[src/rtl/axis_bram_loader_pkg.sv]
// Shared types and helpers for the AXIS-to-BRAM loader.
// Latency: n/a (types and pure functions only).
// Backpressure: n/a.
package axis_bram_loader_pkg;

  typedef enum logic [1:0] {
    ST_IDLE = 2'd0,
    ST_LOAD = 2'd1,
    ST_DONE = 2'd2
  } state_e;

  // Widest address the transpose helper is built for; real ports truncate.
  localparam int unsigned AGEN_MAX_W = 32;

  typedef logic [AGEN_MAX_W-1:0] wide_addr_t;

  // Beat counter width: one extra bit so 2^ADDR_W beats can be represented.
  function automatic int cnt_w(input int addr_w);
    return addr_w + 1;
  endfunction

  // Expected beat count rows*cols needs the full product width.
  function automatic int exp_w(input int addr_w);
    return 2 * addr_w;
  endfunction

  // Column-major walk of a row-major stream: step by one row-stride per
  // beat, and restart at the next row index when the column wraps.
  function automatic wide_addr_t tr_next_addr(input wide_addr_t cur_addr,
                                              input wide_addr_t cur_row,
                                              input wide_addr_t rows,
                                              input logic       col_wrap);
    return col_wrap ? (cur_row + wide_addr_t'(1)) : (cur_addr + rows);
  endfunction

endpackage

[src/rtl/axis_bram_loader_agen.sv]
// Address generator: row/col counters, linear and transposed addresses, overflow flag.
// Latency: addr/ovf are combinational for the current beat; state advances on advance_i.
// Backpressure: none; it only steps when the parent reports an accepted beat.
module axis_bram_loader_agen
  import axis_bram_loader_pkg::*;
#(
  parameter int ADDR_W = 11
) (
  input  logic                clk_i,
  input  logic                rst_ni,
  input  logic                restart_i,
  input  logic                advance_i,
  input  logic                transpose_i,
  input  logic [ADDR_W-1:0]   rows_i,
  input  logic [ADDR_W-1:0]   cols_i,
  input  logic [2*ADDR_W-1:0] expect_i,
  output logic [ADDR_W-1:0]   addr_o,
  output logic [ADDR_W:0]     idx_o,
  output logic                ovf_o
);

  localparam int CNT_W = cnt_w(ADDR_W);
  localparam int EXP_W = exp_w(ADDR_W);

  logic [ADDR_W-1:0] row_q, row_d;
  logic [ADDR_W-1:0] col_q, col_d;
  logic [ADDR_W-1:0] lin_q, lin_d;
  logic [ADDR_W-1:0] tr_q, tr_d;
  logic [CNT_W-1:0]  idx_q, idx_d;

  logic [ADDR_W-1:0] cur_row, cur_col, cur_lin, cur_tr;
  logic [CNT_W-1:0]  cur_idx;
  logic              col_wrap;

  // Current element position; a restart makes this beat element 0 regardless of stale state.
  always_comb begin
    cur_row  = restart_i ? '0 : row_q;
    cur_col  = restart_i ? '0 : col_q;
    cur_lin  = restart_i ? '0 : lin_q;
    cur_tr   = restart_i ? '0 : tr_q;
    cur_idx  = restart_i ? '0 : idx_q;
    col_wrap = (cur_col == (cols_i - ADDR_W'(1)));

    row_d = col_wrap ? (cur_row + ADDR_W'(1)) : cur_row;
    col_d = col_wrap ? '0 : (cur_col + ADDR_W'(1));
    lin_d = cur_lin + ADDR_W'(1);
    tr_d  = ADDR_W'(tr_next_addr(wide_addr_t'(cur_tr), wide_addr_t'(cur_row),
                                 wide_addr_t'(rows_i), col_wrap));
    // Saturate at 2^ADDR_W so long frames keep reporting overflow.
    idx_d = cur_idx[ADDR_W] ? cur_idx : (cur_idx + CNT_W'(1));

    addr_o = transpose_i ? cur_tr : cur_lin;
    idx_o  = cur_idx;
    ovf_o  = cur_idx[ADDR_W] | (EXP_W'(cur_idx) >= expect_i);
  end

  // Step the position registers once per accepted beat.
  always_ff @(posedge clk_i) begin
    if (!rst_ni) begin
      row_q <= '0;
      col_q <= '0;
      lin_q <= '0;
      tr_q  <= '0;
      idx_q <= '0;
    end else if (advance_i) begin
      row_q <= row_d;
      col_q <= col_d;
      lin_q <= lin_d;
      tr_q  <= tr_d;
      idx_q <= idx_d;
    end
  end

endmodule

[src/rtl/axis_bram_loader.sv]
// AXI4-Stream slave that writes one frame per load into one of NUM_TARGETS BRAM ports.
// Latency: write 1 cycle after each handshake; load_done in the cycle after TLAST.
// Backpressure: TREADY is high in IDLE/LOAD and low for the single DONE cycle (and in reset).
module axis_bram_loader
  import axis_bram_loader_pkg::*;
#(
  parameter int NUM_TARGETS = 4,
  parameter int SEL_W       = 2,
  parameter int ADDR_W      = 11,
  parameter int DATA_W      = 32
) (
  input  logic                   S_AXIS_ACLK,
  input  logic                   S_AXIS_ARESETN,
  input  logic [DATA_W-1:0]      S_AXIS_TDATA,
  input  logic                   S_AXIS_TVALID,
  input  logic                   S_AXIS_TLAST,
  output logic                   S_AXIS_TREADY,
  input  logic [SEL_W-1:0]       cfg_sel,
  input  logic                   cfg_transpose,
  input  logic [ADDR_W-1:0]      cfg_rows,
  input  logic [ADDR_W-1:0]      cfg_cols,
  input  logic                   err_clr,
  output logic [ADDR_W-1:0]      bram_addr,
  output logic [DATA_W-1:0]      bram_din,
  output logic [NUM_TARGETS-1:0] bram_we,
  output logic [NUM_TARGETS-1:0] load_done,
  output logic [ADDR_W:0]        load_count,
  output logic                   busy,
  output logic                   err_overflow,
  output logic                   err_short,
  output logic                   err_sel
);

  localparam int CNT_W = cnt_w(ADDR_W);
  localparam int EXP_W = exp_w(ADDR_W);
  localparam logic [NUM_TARGETS-1:0] ONE_HOT0 = NUM_TARGETS'(1);

  state_e state_q, state_d;

  // Frame configuration captured on the first beat.
  logic [SEL_W-1:0]  sel_q;
  logic              sel_ok_q;
  logic              transpose_q;
  logic [ADDR_W-1:0] rows_q, cols_q;
  logic [EXP_W-1:0]  exp_q;

  logic [ADDR_W-1:0]      addr_q;
  logic [DATA_W-1:0]      din_q;
  logic [NUM_TARGETS-1:0] we_q, done_q;
  logic [CNT_W-1:0]       wr_cnt_q, wr_cnt_d;
  logic [CNT_W-1:0]       load_count_q;
  logic                   err_ovf_q, err_short_q, err_sel_q;

  logic                   tready, hs, last_hs, restart, latch;
  logic [EXP_W-1:0]       exp_in, exp_eff;
  logic                   sel_ok_in, sel_ok_eff, tr_eff;
  logic [SEL_W-1:0]       sel_eff;
  logic [ADDR_W-1:0]      rows_eff, cols_eff;
  logic [NUM_TARGETS-1:0] sel_onehot;
  logic [ADDR_W-1:0]      agen_addr;
  logic [ADDR_W:0]        agen_idx;
  logic                   agen_ovf, wr_now, short_now;

  assign tready  = S_AXIS_ARESETN && (state_q != ST_DONE);
  assign hs      = S_AXIS_TVALID && tready;
  assign last_hs = hs && S_AXIS_TLAST;
  assign restart = (state_q == ST_IDLE);
  assign latch   = hs && restart;

  // In IDLE the incoming beat is element 0 and must use the live config;
  // afterwards the latched copy is used so mid-frame cfg changes are ignored.
  assign exp_in     = EXP_W'(cfg_rows) * EXP_W'(cfg_cols);
  assign sel_ok_in  = 32'(cfg_sel) < 32'(NUM_TARGETS);
  assign sel_eff    = restart ? cfg_sel       : sel_q;
  assign sel_ok_eff = restart ? sel_ok_in     : sel_ok_q;
  assign tr_eff     = restart ? cfg_transpose : transpose_q;
  assign rows_eff   = restart ? cfg_rows      : rows_q;
  assign cols_eff   = restart ? cfg_cols      : cols_q;
  assign exp_eff    = restart ? exp_in        : exp_q;
  assign sel_onehot = ONE_HOT0 << sel_eff;

  axis_bram_loader_agen #(
    .ADDR_W(ADDR_W)
  ) u_agen (
    .clk_i      (S_AXIS_ACLK),
    .rst_ni     (S_AXIS_ARESETN),
    .restart_i  (restart),
    .advance_i  (hs),
    .transpose_i(tr_eff),
    .rows_i     (rows_eff),
    .cols_i     (cols_eff),
    .expect_i   (exp_eff),
    .addr_o     (agen_addr),
    .idx_o      (agen_idx),
    .ovf_o      (agen_ovf)
  );

  assign wr_now    = hs && sel_ok_eff && !agen_ovf;
  assign wr_cnt_d  = (restart ? '0 : wr_cnt_q) + CNT_W'(wr_now);
  assign short_now = last_hs && ((EXP_W'(agen_idx) + EXP_W'(1)) < exp_eff);

  // Next-state logic: IDLE -> LOAD/DONE on first beat, LOAD -> DONE on TLAST, DONE -> IDLE.
  always_comb begin
    state_d = state_q;
    case (state_q)
      ST_IDLE: if (hs) state_d = S_AXIS_TLAST ? ST_DONE : ST_LOAD;
      ST_LOAD: if (last_hs) state_d = ST_DONE;
      ST_DONE: state_d = ST_IDLE;
      default: state_d = ST_IDLE;
    endcase
  end

  // State register.
  always_ff @(posedge S_AXIS_ACLK) begin
    if (!S_AXIS_ARESETN) state_q <= ST_IDLE;
    else                 state_q <= state_d;
  end

  // Capture frame configuration on the first accepted beat.
  always_ff @(posedge S_AXIS_ACLK) begin
    if (!S_AXIS_ARESETN) begin
      sel_q       <= '0;
      sel_ok_q    <= 1'b0;
      transpose_q <= 1'b0;
      rows_q      <= '0;
      cols_q      <= '0;
      exp_q       <= '0;
    end else if (latch) begin
      sel_q       <= cfg_sel;
      sel_ok_q    <= sel_ok_in;
      transpose_q <= cfg_transpose;
      rows_q      <= cfg_rows;
      cols_q      <= cfg_cols;
      exp_q       <= exp_in;
    end
  end

  // Registered BRAM write port, completion pulse and written-beat counters.
  always_ff @(posedge S_AXIS_ACLK) begin
    if (!S_AXIS_ARESETN) begin
      addr_q       <= '0;
      din_q        <= '0;
      we_q         <= '0;
      done_q       <= '0;
      wr_cnt_q     <= '0;
      load_count_q <= '0;
    end else begin
      we_q   <= wr_now ? sel_onehot : '0;
      done_q <= (last_hs && sel_ok_eff) ? sel_onehot : '0;
      if (hs) begin
        addr_q   <= agen_addr;
        din_q    <= S_AXIS_TDATA;
        wr_cnt_q <= wr_cnt_d;
      end
      if (last_hs) load_count_q <= wr_cnt_d;
    end
  end

  // Sticky error flags; a new event beats a simultaneous clear.
  always_ff @(posedge S_AXIS_ACLK) begin
    if (!S_AXIS_ARESETN) begin
      err_ovf_q   <= 1'b0;
      err_short_q <= 1'b0;
      err_sel_q   <= 1'b0;
    end else begin
      err_ovf_q   <= (hs && agen_ovf)       || (err_ovf_q   && !err_clr);
      err_short_q <= short_now              || (err_short_q && !err_clr);
      err_sel_q   <= (latch && !sel_ok_in)  || (err_sel_q   && !err_clr);
    end
  end

  assign S_AXIS_TREADY = tready;
  assign bram_addr     = addr_q;
  assign bram_din      = din_q;
  assign bram_we       = we_q;
  assign load_done     = done_q;
  assign load_count    = load_count_q;
  assign busy          = (state_q == ST_LOAD) || (state_q == ST_DONE);
  assign err_overflow  = err_ovf_q;
  assign err_short     = err_short_q;
  assign err_sel       = err_sel_q;

endmodule

[config.mk]
export PLATFORM = sky130hd
export DESIGN_NAME = axis_bram_loader
export DESIGN_NICKNAME = d
export VERILOG_FILES = /design/src/rtl/axis_bram_loader_pkg.sv /design/src/rtl/axis_bram_loader_agen.sv /design/src/rtl/axis_bram_loader.sv
export SDC_FILE = /design/constraint.sdc
export NUM_CORES = 1
export LEC_CHECK = 0
export ABC_AREA = 1
export CAP_MARGIN = 25
export CORE_UTILIZATION = 34
export CTS_CLUSTER_SIZE = 40
export DETAILED_ROUTE_END_ITERATION = 8
export PLACE_DENSITY = 0.64
export SYNTH_ARGS = -nofsm -noshare
export SYNTH_HDL_FRONTEND = slang
export SYNTH_SLANG_ARGS = --single-unit
[constraint.sdc]
create_clock -name S_AXIS_ACLK -period 10.7 [get_ports S_AXIS_ACLK]
set_input_delay 1.605 -clock S_AXIS_ACLK [delete_from_list [all_inputs] [get_ports S_AXIS_ACLK]]
set_output_delay 1.605 -clock S_AXIS_ACLK [all_outputs]
set_load 0.01 [all_outputs]
==> results by group, run 1 <==
Die
  • Number of I/O pins: 130
  • Die footprint: 43200 sq um
  • Core Area: 41900 sq um
  • Chip width: 208 um
  • Std cell rows: 75
  • Die H: 208 um
  • Initial core utilization: 34.5%

Worst setup path
  • Crit path buffers/inverters: 8
  • Startpoint Class: input port
  • Setup CP Type: in2reg
  • CP peak stage delay: slightly above 800 ps
  • Crit-path slowest cell: clkdlybuf4s50_1
  • Crit-path max FO: 13
  • Critical Path AT: just over 9000 ps
  • Crit. Startpoint: cfg_rows[0]
  • WP depth: 37
  • Crit end category: register
  • R2R cell count: 25
  • Worst r2r src: state_q[0]
  • Crit path required time: 11060 ps
  • Top Family by Delay on Critical Path: adder cells

Synth
  • Seq/Total Area, Yosys: 25.5%
  • Most used flip-flop cell after synthesis: dfxtp_1
  • Ys async rst share: 0%
  • Synth warn: 0
  • Mapped cell area: 14400 sq um
  • Synth Instances: 2109
  • Avg Cell Area, Syn: 6.84 sq um
  • Synthesized flop and latch total: 184
  • Post-Syn Nets: 2358
  • Post-synth EDFFs: 0
  • Yosys cell types: 50

Detailed routing
  • WL/cell: 14.2 um
  • DRC: 0
  • Detailed-route via count: about 13000
  • Drt first pass iters: 6
  • Initial DRC count: 869
  • Detail-routed via count per cell: 4.85
  • Post-route ant nets: 0
  • Routed Wire Length: 38800 um

Power and ir drop
  • Internal: roughly 0.0017 W
  • Logic pwr share: around 54%
  • Max VDD drop: between 0.1 and 0.15 mV
  • Pwr dens: around 190 nW/um^2
  • Clk pwr share: 21.3%
  • Sw frac: 46.1%
  • Power share of the sequential group: 24.4%
  • Psw: 0.00142 W
  • Leak: just over 8 nW

STA
  • Min Hold Slack: 436 ps
  • Final Hold Viols: 0
  • Layout Skew: 14.6 ps
  • Worst Tran Pin Value: 1010 ps
  • Max Clk Rate: 112 MHz
  • Fin. max-slew vios: 0
  • Slew HR: 32.4%
  • Crit share post-route: 83.3%
  • Final Critical Period: 8910 ps
  • Setup TNS: 0 ps
  • Final setup violation count: 0
  • RSZ-0062 raised after global routing: false

Final layout
  • Share of cells above drive strength 1: a little over 4%
  • Inserted Diodes: 0
  • Most common cell after layout, fill and taps aside: nand2_1
  • Layout area overhead: 15.6%
  • Total Nets Final: 2421
  • Fillers: 4327
  • Most frequent cells in the layout: nand2_1 (498), inv_1 (396), dfxtp_1 (184), nor2_1 (161), o21ai_0 (136)

Clock network
  • Hold buffers post-CTS: 0
  • CTS buffer count: 17
  • CTS tree: done
  • Post-CTS Resized: 0
  • H-tree levels: 4
  • Worst-Skew Late Latency: 470 ps
  • Setup repair bufs after CTS: 0
  • CTS sink cnt: 184
  • Reg clk slew, reported paths: around 80 ps
  • Bufs on Longest Clock Path: 2
  • CTS root buf: clkbuf_16

Flow run
  • Max-cap viol count: 0

Global routing
  • GRT Total Usage: a little under a fifth
  • First-pass GRT wire length: around 65000 um
  • Initial antenna violation count: 0
  • Global route total overflow: 0
  • Largest net degree at the start of global routing: 94
  • Number of global-route vias before repair: 13000

Run status
  • Status: complete, no violations

Min path
  • Number of cells on the worst hold path: 2
  • HP Class: reg2reg
  • Hold Startpoint: err_sel

Place
  • Placer Congestion: 0.885
  • Post-DP HPWL: 28400 um
  • IO buf count: 129
[per-stage QoR]
| stage | utilization (%) | std cells | cell area (sq um) | setup slack [ps] | total power, W |
|---|---|---|---|---|---|
| 2_1_floorplan | - | 2109 | 14400 | 2630 | 0.00200 |
| 3_3_place_gp | 38.4 | 2692 | 16100 | 1430 | 0.00241 |
| 3_5_place_dp | 38.4 | 2692 | 16100 | 1320 | 0.00244 |
| 4_1_cts | 39.8 | 2724 | 16700 | 1810 | 0.00312 |
| 5_1_grt | 39.8 | 2724 | 16700 | 1160 | 0.00342 |
| 6_report | 39.8 | 2724 | 16700 | 1790 | 0.00308 |
[state kept, by name, indices dropped and copies added (netlist names), 2 cells and up]
signal / flops
wr_cnt_q: 12
bram_addr: 11
u_agen.lin_q: 11
load_done: 4
bram_we: 4
sel_q: 2
u_agen.row_q: 11
u_agen.col_q: 11
bram_din: 32
load_count: 12
u_agen.idx_q: 12
rows_q: 11
cols_q: 11
u_agen.tr_q: 11
exp_q: 22
state_q: 2
[layout make-up]
| cell class | count | area, sq um | area share (%) |
|---|---|---|---|
| Multi-Input combinational cell | 1422 | 8800 | 52.8 |
| Sequential cell | 184 | 3680 | 22.1 |
| Inverter | 406 | 1520 | 9.14 |
| Timing Repair Buffer | 141 | 1380 | 8.27 |
| Tap cell | 539 | 674 | 4.05 |
| Clock buffer | 17 | 425 | 2.55 |
| Clock inverter | 15 | 181 | 1.09 |
[metal layers]
layer	wire length, um	up-vias	global-route usage (%)
met3	1470	37	3.02
met2	18400	267	31.5
met4	640	0	5.19
li1	-	6703	-
met5	0	-	0
met1	18300	6205	24.1
[cell families after synthesis]
family	synth area share (%)
AND/OR/NAND/NOR	25.4
XOR/XNOR	2.73
adder cells (fa/ha/maj)	20.4
buffers and inverters	13.6
AO/OA/AOI/OAI	12.3
flip-flops	25.5
[Yosys cell counts (2+ instances only)]
library cell    n  area share, %
nand3b_1        2           0.10
nor3_1         15           0.52
a21oi_1       100            3.5
fa_1           81             11
inv_2           7           0.18
nor3_2          5           0.35
a32o_1          2           0.14
o22ai_1         5           0.22
o2111ai_1       2           0.12
clkbuf_1       74            1.9
nand3_1       132            4.6
o21a_1          3           0.16
nor2_4          3           0.23
nand4_1        21           0.91
nor4_1          4           0.17
xnor2_1        11           0.67
o21bai_1       13           0.68
o21ai_2         4           0.24
a31oi_1         6           0.26
or2_0           2          0.087
a211oi_1        8           0.42
nand2_1       499             13
xor2_1         34            2.1
nor2_1        162            4.2
or2_2           8           0.35
dfxtp_1       184             26
o21ai_1        18           0.62
o31ai_1         7           0.36
ha_1          106            9.2
nand2_2         3           0.13
nor4_2          3           0.26
nor2_2          5           0.22
a22oi_1         4           0.21
o211ai_1        9           0.47
buf_6           7           0.55
o21ai_0       136            4.7
buf_2           9           0.31
buf_1           6           0.16
inv_1         398             10
[worst reg2reg max path: stages (launching register included)]
cell and delay, ps:
dfxtp_1 330, inv_1 120, ha_4 500, inv_2 280
buf_4 340, o21ai_0 450, ha_1 340, a21oi_1 140
nor2_1 50, a211oi_1 160, o21ai_0 130, nand2_1 70
a21oi_1 60, nand3_1 110, nand3_1 220, inv_1 120
ha_1 170, ha_1 180, nand2_1 60, nor2_1 160
nand2_1 120, nor4_2 230, nand3_1 160, xor2_1 180
o21bai_1 120, inv_1 50
[worst paths after layout]
check	end	slack, ps
min	err_sel	440
min reg2reg	err_sel	440
max reg2reg	load_count[10]	5740
max	load_count[10]	1790
[power groups by stage]
| stage | Combinational [W] | Sequential, W | Clock, W |
|---|---|---|---|
| global route | 0.00195 | 0.000758 | 0.000704 |
| floorplan | 0.00123 | 0.000772 | 0 |
| CTS | 0.00168 | 0.000754 | 0.000680 |
| finish | 0.00167 | 0.000754 | 0.000658 |
| global placement | 0.00165 | 0.000768 | 0 |
| detailed placement | 0.00167 | 0.000770 | 0 |
No activity file was read; power rests on OpenSTA's default activity.
==> run 2: changes to the inputs <==
==> constraint.sdc (replaced) <==
create_clock -name S_AXIS_ACLK -period 9.07 [get_ports S_AXIS_ACLK]
set_input_delay 1.3605 -clock S_AXIS_ACLK [delete_from_list [all_inputs] [get_ports S_AXIS_ACLK]]
set_output_delay 1.3605 -clock S_AXIS_ACLK [all_outputs]
set_load 0.01 [all_outputs]
==> run 2 against run 1 <==
  * Wire length fell by 0.39%
  * Worst setup slack lost 1200 ps
  * Non-clock buffer count rose by 19
  * Cell area rose by 1.1%
  * Clock power is 23% higher
  * Clock-buffer cell count is 1 higher
  * Hold slack improved by 4.9 ps
  * Sequential power rose by 18%
  * Die area stayed put
  * Sequential share of layout area is 0.23 points lower
  * First-iteration DRC count fell by 9.6%
  * Cell count increased by 0.70%
==> results by group, run 2 (synthesis gave the netlist of run 1 again) <==
Place
  • Placed cell count: 2711 (+0.71%)
  • IO buf count: 129 (unchanged)
  • Post-DP HPWL: 29000 um (+2.1%)
  • Placer Congestion: 0.887 (+0.25%)

Min path
  • HP Class: reg2reg
  • Hold Path End: err_sel
  • Hold Startpoint: err_sel
  • Number of cells on the worst hold path: 2 (unchanged)

STA
  • Setup TNS: 0 ps (unchanged)
  • Max Clk Rate: around 120 MHz
  • Layout Skew: 12.0 ps (-2.68 ps)
  • Fin. max-slew vios: 0 (unchanged)
  • Final setup violation count: 0 (unchanged)
  • RSZ-0062 raised after global routing: false
  • Final Hold Viols: 0 (unchanged)
  • Crit share post-route: 93.0%
  • Slew HR: 32.8% (+0.40 points)
  • Final Critical Period: between 8000 and 9000 ps
  • Worst Tran Pin Value: 1010 ps (-6.01 ps)

Die
  • Std cell rows: 75 (unchanged)
  • Die footprint: 43200 sq um (unchanged)
  • Die H: 208 um (unchanged)
  • Core Area: 41900 sq um (unchanged)
  • Chip width: 208 um (unchanged)
  • Initial core utilization: 34.5% (unchanged)
  • Number of I/O pins: 130 (unchanged)

Clock network
  • CTS root buf: clkbuf_16
  • Bufs on Longest Clock Path: 2 (unchanged)
  • Post-CTS Resized: 0 (unchanged)
  • CTS sink cnt: 184 (unchanged)
  • H-tree levels: 4 (unchanged)
  • Hold buffers post-CTS: 0 (unchanged)
  • Worst-Skew Late Latency: 460 ps (about the same)
  • CTS tree: done
  • CTS buffer count: 17 (unchanged)
  • Reg clk slew, reported paths: 70 ps (about the same)
  • Setup repair bufs after CTS: 0 (unchanged)

Worst setup path
  • Critical Path AT: 8780 ps (-500 ps)
  • Crit-path max FO: 9 (-4)
  • R2r setup slk: 3860 ps (-1880 ps)
  • R2R cell count: 25 (unchanged)
  • Startpoint Class: input port
  • Worst r2r src: state_q[0]
  • Worst flop-to-flop path endpoint: load_count[10]
  • Crit-path slowest cell: clkdlybuf4s50_1
  • Crit path required time: 9420 ps (-1640 ps)
  • Setup CP Type: in2reg
  • Crit end category: register
  • CP peak stage delay: 770 ps (-40 ps)

Final layout
  • Most frequent cells in the layout: nand2_1 (498), inv_1 (396), dfxtp_1 (184), nor2_1 (161), o21ai_0 (136)
  • Share of cells above drive strength 1: 4.95% (+0.83 points)
  • Total Nets Final: 2440 (+0.78%)
  • Inserted Diodes: 0 (unchanged)
  • Most common cell after layout, fill and taps aside: nand2_1
  • Layout area overhead: 16.8%
  • Max reg flops: 32 (unchanged)
  • Finished Layout Cells: 2743 (+0.70%)
  • Fin util: 40.2% (+0.43 points)

Detailed routing
  • WL/cell: 14.1 um (-1.1%)
  • Initial DRC count: 786 (-9.6%)
  • Detailed-route via count: 13300 (+0.90%)
  • DRC: 0 (unchanged)
  • Detail-routed via count per cell: 4.86 (+0.20%)
  • Drt first pass iters: 5 (-1)
  • Routed Wire Length: 38600 um (-0.39%)
  • Post-route ant nets: 0 (unchanged)

Run status
  • Status: complete, no violations

Global routing
  • First-pass GRT wire length: 65400 um (+0.67%)
  • Number of global-route vias before repair: 13100 (+1.2%)
  • Global route total overflow: 0 (unchanged)
  • Largest net degree at the start of global routing: 93 (-1.1%)
  • GRT Total Usage: 18.5% (-0.030 points)
  • Initial antenna violation count: 0 (unchanged)

Power and ir drop
  • Leak: 8.31 nW (+1.3%)
  • Max VDD drop: 0.144 mV (+36%)
  • Pwr dens: 217 nW/um^2 (+17%)

Flow run
  • Max-cap viol count: 0 (unchanged)
run 2: worst max-delay path: cells and delay by family:
| family | cells | cell delay, ps |
|---|---|---|
| XOR/XNOR | 2 | 350 |
| adder cells (fa/ha/maj) | 9 | 3600 |
| AO/OA/AOI/OAI | 4 | 730 |
| buffers and inverters | 8 | 1200 |
| AND/OR/NAND/NOR | 14 | 1540 |
run 2: worst max-delay path by stage:
stage	from	endpoint	slack, ps	depth (start not counted)
after floorplan	cfg_rows[0]	load_count[10]	1240	37
after global placement	cfg_rows[5]	load_count[10]	290	37
after detailed placement	cfg_rows[5]	load_count[10]	190	37
after CTS	cfg_rows[5]	load_count[10]	660	37
after global routing	cfg_rows[5]	load_count[10]	30	37
final	cfg_rows[5]	load_count[10]	640	37
run 2: through the flow:
step	instance area [sq um]	setup WS (ps)	total power, W	hold slack (ps)
finish	16800	635	0.00366	441
global route	16800	34.1	0.00404	456
floorplan	14400	1240	0.00236	424
CTS	16800	660	0.00368	444
detailed placement	16200	187	0.00285	429
global placement	16200	288	0.00283	430
run 2: report_power, final:
part | total (W) | switching [W] | leakage [nW] | internal (W)
combinational | 0.00196 | 0.00125 | 6.49 | 0.000705
clock | 0.000809 | 0.000377 | 0.310 | 0.000432
sequential | 0.000889 | 0.0000247 | 1.51 | 0.000865
total | 0.00366 | 0.00165 | 8.31 | 0.00200
run 2: final cells by class:
cell class,instances,area [sq um]
timing repair buffer,160,1520
clock buffer,18,439
inverter,406,1520
sequential,184,3680
fill,4342,25000
multi-input combinational,1422,8800
clock inverter,14,204
tap,539,674
run 2: routing by layer:
metal | vias up | part of all wire, % | track usage, %
met3 | 51 | 4.3 | 2.93
li1 | 6755 | - | -
met2 | 291 | 48 | 31.6
met4 | 0 | 1.9 | 5.34
met5 | - | 0 | 0
met1 | 6234 | 46 | 24.0
